[src/rtl/life_scan_ctrl_pkg.sv]
// rtl/life_scan_ctrl_pkg.sv - shared constants and encodings for the life array scan controller
package life_scan_ctrl_pkg;

  // Scan chain length (4x4 board) and the shift counter width that covers it
  localparam int LIFE_CELLS = 16;
  localparam int LIFE_CNT_W = 5;

  typedef enum logic [1:0] {
    ST_IDLE  = 2'd0,
    ST_SHIFT = 2'd1,
    ST_DONE  = 2'd2
  } scan_state_t;

  // LOAD inserts a new pattern (and still captures the displaced board); READ recirculates
  typedef enum logic {
    MODE_LOAD = 1'b0,
    MODE_READ = 1'b1
  } scan_mode_t;

endpackage

[src/rtl/life_scan_ctrl_if.sv]
// rtl/life_scan_ctrl_if.sv - host-side request/response bundle of the scan controller
interface life_scan_ctrl_if #(
  parameter int CELLS = life_scan_ctrl_pkg::LIFE_CELLS
);

  logic             load_req;
  logic             read_req;
  logic [CELLS-1:0] load_data;
  logic             run_in;
  logic             busy;
  logic             done;
  logic [CELLS-1:0] read_data;
  logic             run;

  // Host side: issues requests and the generation-enable request
  modport master (
    output load_req,
    output read_req,
    output load_data,
    output run_in,
    input  busy,
    input  done,
    input  read_data,
    input  run
  );

  // Controller side
  modport slave (
    input  load_req,
    input  read_req,
    input  load_data,
    input  run_in,
    output busy,
    output done,
    output read_data,
    output run
  );

endinterface

[src/rtl/life_scan_ctrl_shift_reg.sv]
// rtl/life_scan_ctrl_shift_reg.sv - parallel-load, serial-in/serial-out shift register
module life_scan_ctrl_shift_reg #(
  parameter int W = 16
) (
  input  logic         clk,
  input  logic         clr_n,
  input  logic         load,
  input  logic [W-1:0] load_val,
  input  logic         shift,
  input  logic         sin,
  output logic [W-1:0] q
);

  // Clear dominates, then parallel load, then shift toward the MSB taking sin at the LSB
  always_ff @(posedge clk) begin
    if (!clr_n) begin
      q <= '0;
    end else if (load) begin
      q <= load_val;
    end else if (shift) begin
      q <= {q[W-2:0], sin};
    end
  end

endmodule

[src/rtl/life_scan_ctrl.sv]
// rtl/life_scan_ctrl.sv - scan chain driver: loads or non-destructively reads the life board
module life_scan_ctrl
  import life_scan_ctrl_pkg::*;
#(
  parameter int CELLS = LIFE_CELLS,
  parameter int CNT_W = LIFE_CNT_W
) (
  input  logic                   clk,
  input  logic                   reset,
  life_scan_ctrl_if.slave        bus,
  output logic                   scan,
  output logic                   scan_write_enb,
  output logic                   scan_write_val,
  input  logic                   scan_read_val
);

  scan_state_t      state_q;
  scan_state_t      state_d;
  scan_mode_t       mode_q;
  logic [CNT_W-1:0] count_q;
  logic [CELLS-1:0] sreg;
  logic [CELLS-1:0] read_data_q;
  logic             accept;
  logic             last_shift;

  // Requests are only taken while idle; anything arriving mid-operation is dropped
  assign accept     = (state_q == ST_IDLE) && (bus.load_req || bus.read_req);
  assign last_shift = (count_q == CNT_W'(CELLS - 1));

  // The shift register is loaded with the new pattern on a load accept and captures the
  // chain tail on every shift cycle, so it ends holding the displaced board either way
  life_scan_ctrl_shift_reg #(
    .W (CELLS)
  ) u_sreg (
    .clk      (clk),
    .clr_n    (reset),
    .load     (accept && bus.load_req),
    .load_val (bus.load_data),
    .shift    (state_q == ST_SHIFT),
    .sin      (scan_read_val),
    .q        (sreg)
  );

  // State register, shift counter, mode latch and readback capture
  always_ff @(posedge clk) begin
    if (!reset) begin
      state_q     <= ST_IDLE;
      mode_q      <= MODE_LOAD;
      count_q     <= '0;
      read_data_q <= '0;
    end else begin
      state_q <= state_d;
      if (accept) begin
        count_q <= '0;
        mode_q  <= bus.load_req ? MODE_LOAD : MODE_READ;
      end else if (state_q == ST_SHIFT) begin
        count_q <= count_q + CNT_W'(1);
      end
      if (state_q == ST_DONE) begin
        read_data_q <= sreg;
      end
    end
  end

  // Next-state: one accept cycle, CELLS shift cycles, one done cycle
  always_comb begin
    state_d = state_q;
    unique case (state_q)
      ST_IDLE:  if (accept) state_d = ST_SHIFT;
      ST_SHIFT: if (last_shift) state_d = ST_DONE;
      ST_DONE:  state_d = ST_IDLE;
      default:  state_d = ST_IDLE;
    endcase
  end

  // Output decode from the current state; run is gated off for the whole operation
  always_comb begin
    scan           = 1'b0;
    scan_write_enb = 1'b0;
    scan_write_val = 1'b0;
    bus.busy       = (state_q != ST_IDLE);
    bus.done       = (state_q == ST_DONE);
    bus.read_data  = read_data_q;
    bus.run        = bus.run_in && (state_q == ST_IDLE);
    if (state_q == ST_SHIFT) begin
      scan = 1'b1;
      if (mode_q == MODE_LOAD) begin
        scan_write_enb = 1'b1;
        scan_write_val = sreg[CELLS-1];
      end
    end
  end

endmodule

[src/flat_wrapper.sv]
// flat-port wrapper written by rule: the top's interface ports become plain ports
module life_scan_ctrl_flat import life_scan_ctrl_pkg::*;
#(
  parameter int CELLS = LIFE_CELLS,
  parameter int CNT_W = LIFE_CNT_W
)
  (clk, reset, scan, scan_write_enb, scan_write_val, scan_read_val, bus_load_req, bus_read_req, bus_load_data, bus_run_in, bus_busy, bus_done, bus_read_data, bus_run);
  life_scan_ctrl_if #(.CELLS(CELLS)) bus_i ();
  input  logic clk;
  input  logic reset;
  output logic scan;
  output logic scan_write_enb;
  output logic scan_write_val;
  input  logic scan_read_val;
  input wire logic [$bits(bus_i.load_req)-1:0] bus_load_req;
  input wire logic [$bits(bus_i.read_req)-1:0] bus_read_req;
  input wire logic [$bits(bus_i.load_data)-1:0] bus_load_data;
  input wire logic [$bits(bus_i.run_in)-1:0] bus_run_in;
  output wire logic [$bits(bus_i.busy)-1:0] bus_busy;
  output wire logic [$bits(bus_i.done)-1:0] bus_done;
  output wire logic [$bits(bus_i.read_data)-1:0] bus_read_data;
  output wire logic [$bits(bus_i.run)-1:0] bus_run;
  assign bus_i.load_req = bus_load_req;
  assign bus_i.read_req = bus_read_req;
  assign bus_i.load_data = bus_load_data;
  assign bus_i.run_in = bus_run_in;
  assign bus_busy = bus_i.busy;
  assign bus_done = bus_i.done;
  assign bus_read_data = bus_i.read_data;
  assign bus_run = bus_i.run;
  life_scan_ctrl #(.CELLS(CELLS), .CNT_W(CNT_W)) u_core (.clk(clk), .reset(reset), .bus(bus_i), .scan(scan), .scan_write_enb(scan_write_enb), .scan_write_val(scan_write_val), .scan_read_val(scan_read_val));
endmodule
[config.mk]
export PLATFORM = sky130hd
export DESIGN_NAME = life_scan_ctrl_flat
export DESIGN_NICKNAME = d
export VERILOG_FILES = /design/src/rtl/life_scan_ctrl_pkg.sv /design/src/rtl/life_scan_ctrl_if.sv /design/src/rtl/life_scan_ctrl_shift_reg.sv /design/src/rtl/life_scan_ctrl.sv /design/src/flat_wrapper.sv
export SDC_FILE = /design/constraint.sdc
export NUM_CORES = 1
export LEC_CHECK = 0
export CAP_MARGIN = 25
export CELL_PAD_IN_SITES_DETAIL_PLACEMENT = 1
export CELL_PAD_IN_SITES_GLOBAL_PLACEMENT = 2
export CORE_AREA = 3 3 78 80
export CTS_BUF_LIST = sky130_fd_sc_hd__clkbuf_8
export DETAILED_ROUTE_END_ITERATION = 16
export DIE_AREA = 0 0 81 83
export PLACE_DENSITY = 0.87
export SYNTH_ARGS = -nofsm -noshare
export SYNTH_HDL_FRONTEND = slang
export SYNTH_HIERARCHICAL = 1
export SYNTH_SLANG_ARGS = --single-unit
[constraint.sdc]
create_clock -name clk -period 2.3 [get_ports clk]
set_input_delay 0.69 -clock clk [delete_from_list [all_inputs] [get_ports clk]]
set_output_delay 0.69 -clock clk [all_outputs]
set_load 0.05 [all_outputs]
==> flow_metrics.env <==
export IMPL_route_final_wire_length_um=4232
export IMPL_cts_hold_buffers=0
export IMPL_postSynthRegisterBits=40
export IMPL_antenna_found_initial=0
export IMPL_leakage_power_total_nw=1.052
export IMPL_max_cap_viol_count=0
export IMPL_destination_of_the_worst_register_to_register_timing_path="u_core/u_sreg/q[8]$_SDFFE_PN0P_"
export IMPL_netlist_area_um2=1804
export IMPL_max_vdd_ir_drop_mv=0.2485
export IMPL_tritoncts="yes"
export IMPL_gpl_final_weighted_congestion=0.7215
export IMPL_cp_required_ns=1.61
export IMPL_place_worst_setup_slack_ns=0.1610
export IMPL_outcome="finished, final reports clean"
export IMPL_post_layout_total_power_mw=1.453
export IMPL_avgSynthCellArea_um2=9.859
export IMPL_timing_hold_ws_ns=0.4581
export IMPL_ctsLongestPathBuffers=2
export IMPL_worst_slew_pin_transition_ns=0.5130
export IMPL_cts_root_buf="sky130_fd_sc_hd__clkbuf_8"
export IMPL_cp_startpoint_kind="input port"
export IMPL_drt_vias_per_instance=4.668
export IMPL_whs_endpoint="u_core/bus.read_data[0]$_SDFFE_PN0P_"
export IMPL_maximum_operating_frequency_ghz=0.4675
export IMPL_ys_seq_area_share_pct=44.38
export IMPL_layout_nets=253
export IMPL_place_detailed_hpwl_um=3054
export IMPL_yosysWarnings=6
export IMPL_worst_r2r_setup_slack_ns=0.75
export IMPL_final_setup_skew_ns=0.002712
export IMPL_layout_core_utilization_pct=44.40
export IMPL_htree_num_levels=2
export IMPL_crit_path_cell_chain="clkdlybuf4s50_1 > and2_1 > buf_12"
export IMPL_worstSetupEndpointType="primary output"
export IMPL_die_width_um=81
export IMPL_grt_max_degree=24
export IMPL_timing_setup_critical_path_class="input port to primary output"
export IMPL_slowest_delay_ns=0.45
export IMPL_wire_length_per_cell_after_detailed_routing_um=14.06
export IMPL_post_cts_resize_count=0
export IMPL_netlist_instances=183
export IMPL_post_route_drc_count=0
export IMPL_setup_slack_ns=0.1608
export IMPL_slew_violations=0
export IMPL_setup_tns_ns=0
export IMPL_fraction_of_final_layout_cells_sized_beyond_drive_strength_1_pct=19.21
export IMPL_clock_latency_ns=0.28
export IMPL_numCtsBuffers=5
export IMPL_portBuffers=43
export IMPL_insertedDiodeCount=0
export IMPL_reg2regPathDepth=5
export IMPL_initial_core_util_pct=32.97
export IMPL_area_growth_syn_to_layout_pct=34.67
export IMPL_fp_coreArea_um2=5473
export IMPL_hold_path_cell_count=2
export IMPL_worst_slew_margin_rel_pct=65.69
export IMPL_core_rowCount=27
export IMPL_drt_pass1_iter_count=4
export IMPL_hold_path_startpoint="u_core/bus.read_data[0]$_SDFFE_PN0P_"
export IMPL_period_needed_ns=2.139
export IMPL_globalRoute_totalOverflow=0
export IMPL_cts_sinks=40
export IMPL_worst_hold_path_type="flop to flop"
export IMPL_startpoint="bus_run_in"
export IMPL_critPathSlowestCell="sky130_fd_sc_hd__clkdlybuf4s50_1"
export IMPL_detail_route_iter0_violations=59
export IMPL_worstPathArrival_ns=1.45
export IMPL_finalSetupViolations=0
export IMPL_power_density_cell_area_nw_per_um2=598.1
export IMPL_drtAntennaViolNets=0
export IMPL_synth_cell_types=32
export IMPL_via_count_of_the_first_global_routing_pass=1500
export IMPL_io_pins=44
export IMPL_period_share_pct=93.01
export IMPL_floorplan_die_area_um2=6723
export IMPL_grt_setup_unrepaired="no"
export IMPL_timing_hold_violations_final=0
export IMPL_die_h_um=83
export IMPL_regToRegStartpoint="u_core/state_q[1]$_SDFFE_PN0P_"
export IMPL_clk_transition_reported_paths_ns=0.07
export IMPL_cts_post_setup_buffers_inserted=0
export IMPL_grt_use_total_pct=13.57
export IMPL_num_vias=1405
export IMPL_worst_path_max_fanout=1
export IMPL_grt_first_pass_wirelength_um=7113
export IMPL_synth_fp_nets=207
==> how the worst max path moves through the flow <==
| stage | end | cells past startpoint |
|---|---|---|
| 2_1_floorplan | scan_write_val | 3 |
| 3_3_place_gp | bus_run | 3 |
| 3_5_place_dp | bus_run | 3 |
| 4_1_cts | bus_read_data[3] | 1 |
| 5_1_grt | bus_read_data[3] | 1 |
| 6_report | bus_run | 3 |
==> area by class of cell <==
class                   count  area, um^2
repair buffers             50       530.5
fillers                   629        3043
multi-input cells         127       885.9
clock buffers               7       96.34
well taps                  72       90.09
inverters                   5       26.28
flip-flops and latches     40       800.8
==> report_power, final <==
group	total (mW)	switching, mW	internal, mW
Sequential	0.743	0.0218	0.721
Clock	0.490	0.223	0.267
Combinational	0.220	0.0950	0.125
==> cell usage after synthesis (all sizes together) <==
master    n  share of area (%)
a211oi    1               0.42
xnor2     1               0.49
nand3     1               0.28
clkbuf    4               0.83
inv       5                1.5
ha        2                1.4
or2b      1               0.42
dfxtp    40                 44
nor2      6                1.2
and2      3                1.0
nand2b   17                6.0
and3      2               0.69
nand2    34                7.1
or3       1               0.35
buf       7                4.4
o211a    16                8.9
nor3      2               0.55
nand3b    1               0.42
mux2     16                 12
a21oi    19                5.9
xor2      1               0.49
a2111oi   1               0.49
o21ai     2               0.76
==> flip-flops by register name (all words and copies together) (netlist names) <==
register / count
u_core/u_sreg/q: 16
u_core/mode_q: 1
u_core/count_q: 5
u_core/bus.read_data: 16
u_core/state_q: 2
==> per-stage QoR <==
step                std cells  area (um^2)
floorplan                 183         1807
global placement          294         2333
detailed placement        294         2333
CTS                       301         2430
global route              301         2430
finish                    301         2430
==> layout by cell type, fill, tap and decap left out <==
cell                              instances
sky130_fd_sc_hd__a21oi_2                  3
sky130_fd_sc_hd__o211a_1                 16
sky130_fd_sc_hd__xor2_1                   1
sky130_fd_sc_hd__or3_1                    1
sky130_fd_sc_hd__a211oi_1                 1
sky130_fd_sc_hd__a21oi_1                 16
sky130_fd_sc_hd__ha_1                     2
sky130_fd_sc_hd__dfxtp_1                 40
sky130_fd_sc_hd__and2_1                   3
sky130_fd_sc_hd__buf_4                    8
sky130_fd_sc_hd__inv_8                    1
sky130_fd_sc_hd__mux2_4                  10
sky130_fd_sc_hd__nand2_1                 34
sky130_fd_sc_hd__or2b_1                   1
sky130_fd_sc_hd__nand2b_2                 1
sky130_fd_sc_hd__clkbuf_8                 7
sky130_fd_sc_hd__nor2_2                   1
sky130_fd_sc_hd__nor3_1                   2
sky130_fd_sc_hd__inv_2                    1
sky130_fd_sc_hd__o21ai_0                  1
sky130_fd_sc_hd__nand3b_1                 1
sky130_fd_sc_hd__nor2_1                   5
sky130_fd_sc_hd__and3_1                   2
sky130_fd_sc_hd__a2111oi_0                1
sky130_fd_sc_hd__clkdlybuf4s50_1         37
sky130_fd_sc_hd__o21ai_2                  1
sky130_fd_sc_hd__xnor2_1                  1
sky130_fd_sc_hd__inv_1                    3
sky130_fd_sc_hd__nand2b_1                16
sky130_fd_sc_hd__buf_12                   5
sky130_fd_sc_hd__mux2_2                   6
sky130_fd_sc_hd__nand3_1                  1
==> cells by family (layout without fill, tap and decap cells) <==
| kind of cell | Yosys count | in the layout | synth area share (%) |
|---|---|---|---|
| DFF | 40 | 40 | 44.38 |
| buffers and inverters | 16 | 62 | 6.657 |
| muxes | 16 | 16 | 12.07 |
| AOI/OAI and AO/OA | 39 | 39 | 16.44 |
| and+or+nand+nor | 68 | 68 | 18.10 |
| xor gates and xnor gates | 2 | 2 | 0.9711 |
| adders and majority gates | 2 | 2 | 1.387 |
==> worst max-delay path, delay by kind of cell <==
kind / cells / cell delay (ns)
simple gates: 1 / 0.16
buf+inv: 2 / 0.60
==> per-layer routing <==
metal | share of wire [%] | up-vias | global-route usage, % | wire, um
met5 | 0 | - | 0 | 0
met4 | 0.83 | 0 | 3.687 | 35
met3 | 2.1 | 2 | 3.579 | 87
met2 | 54 | 17 | 23.45 | 2266
met1 | 44 | 677 | 16.29 | 1843
li1 | - | 709 | - | -
No activity file was read; power rests on OpenSTA's default activity.
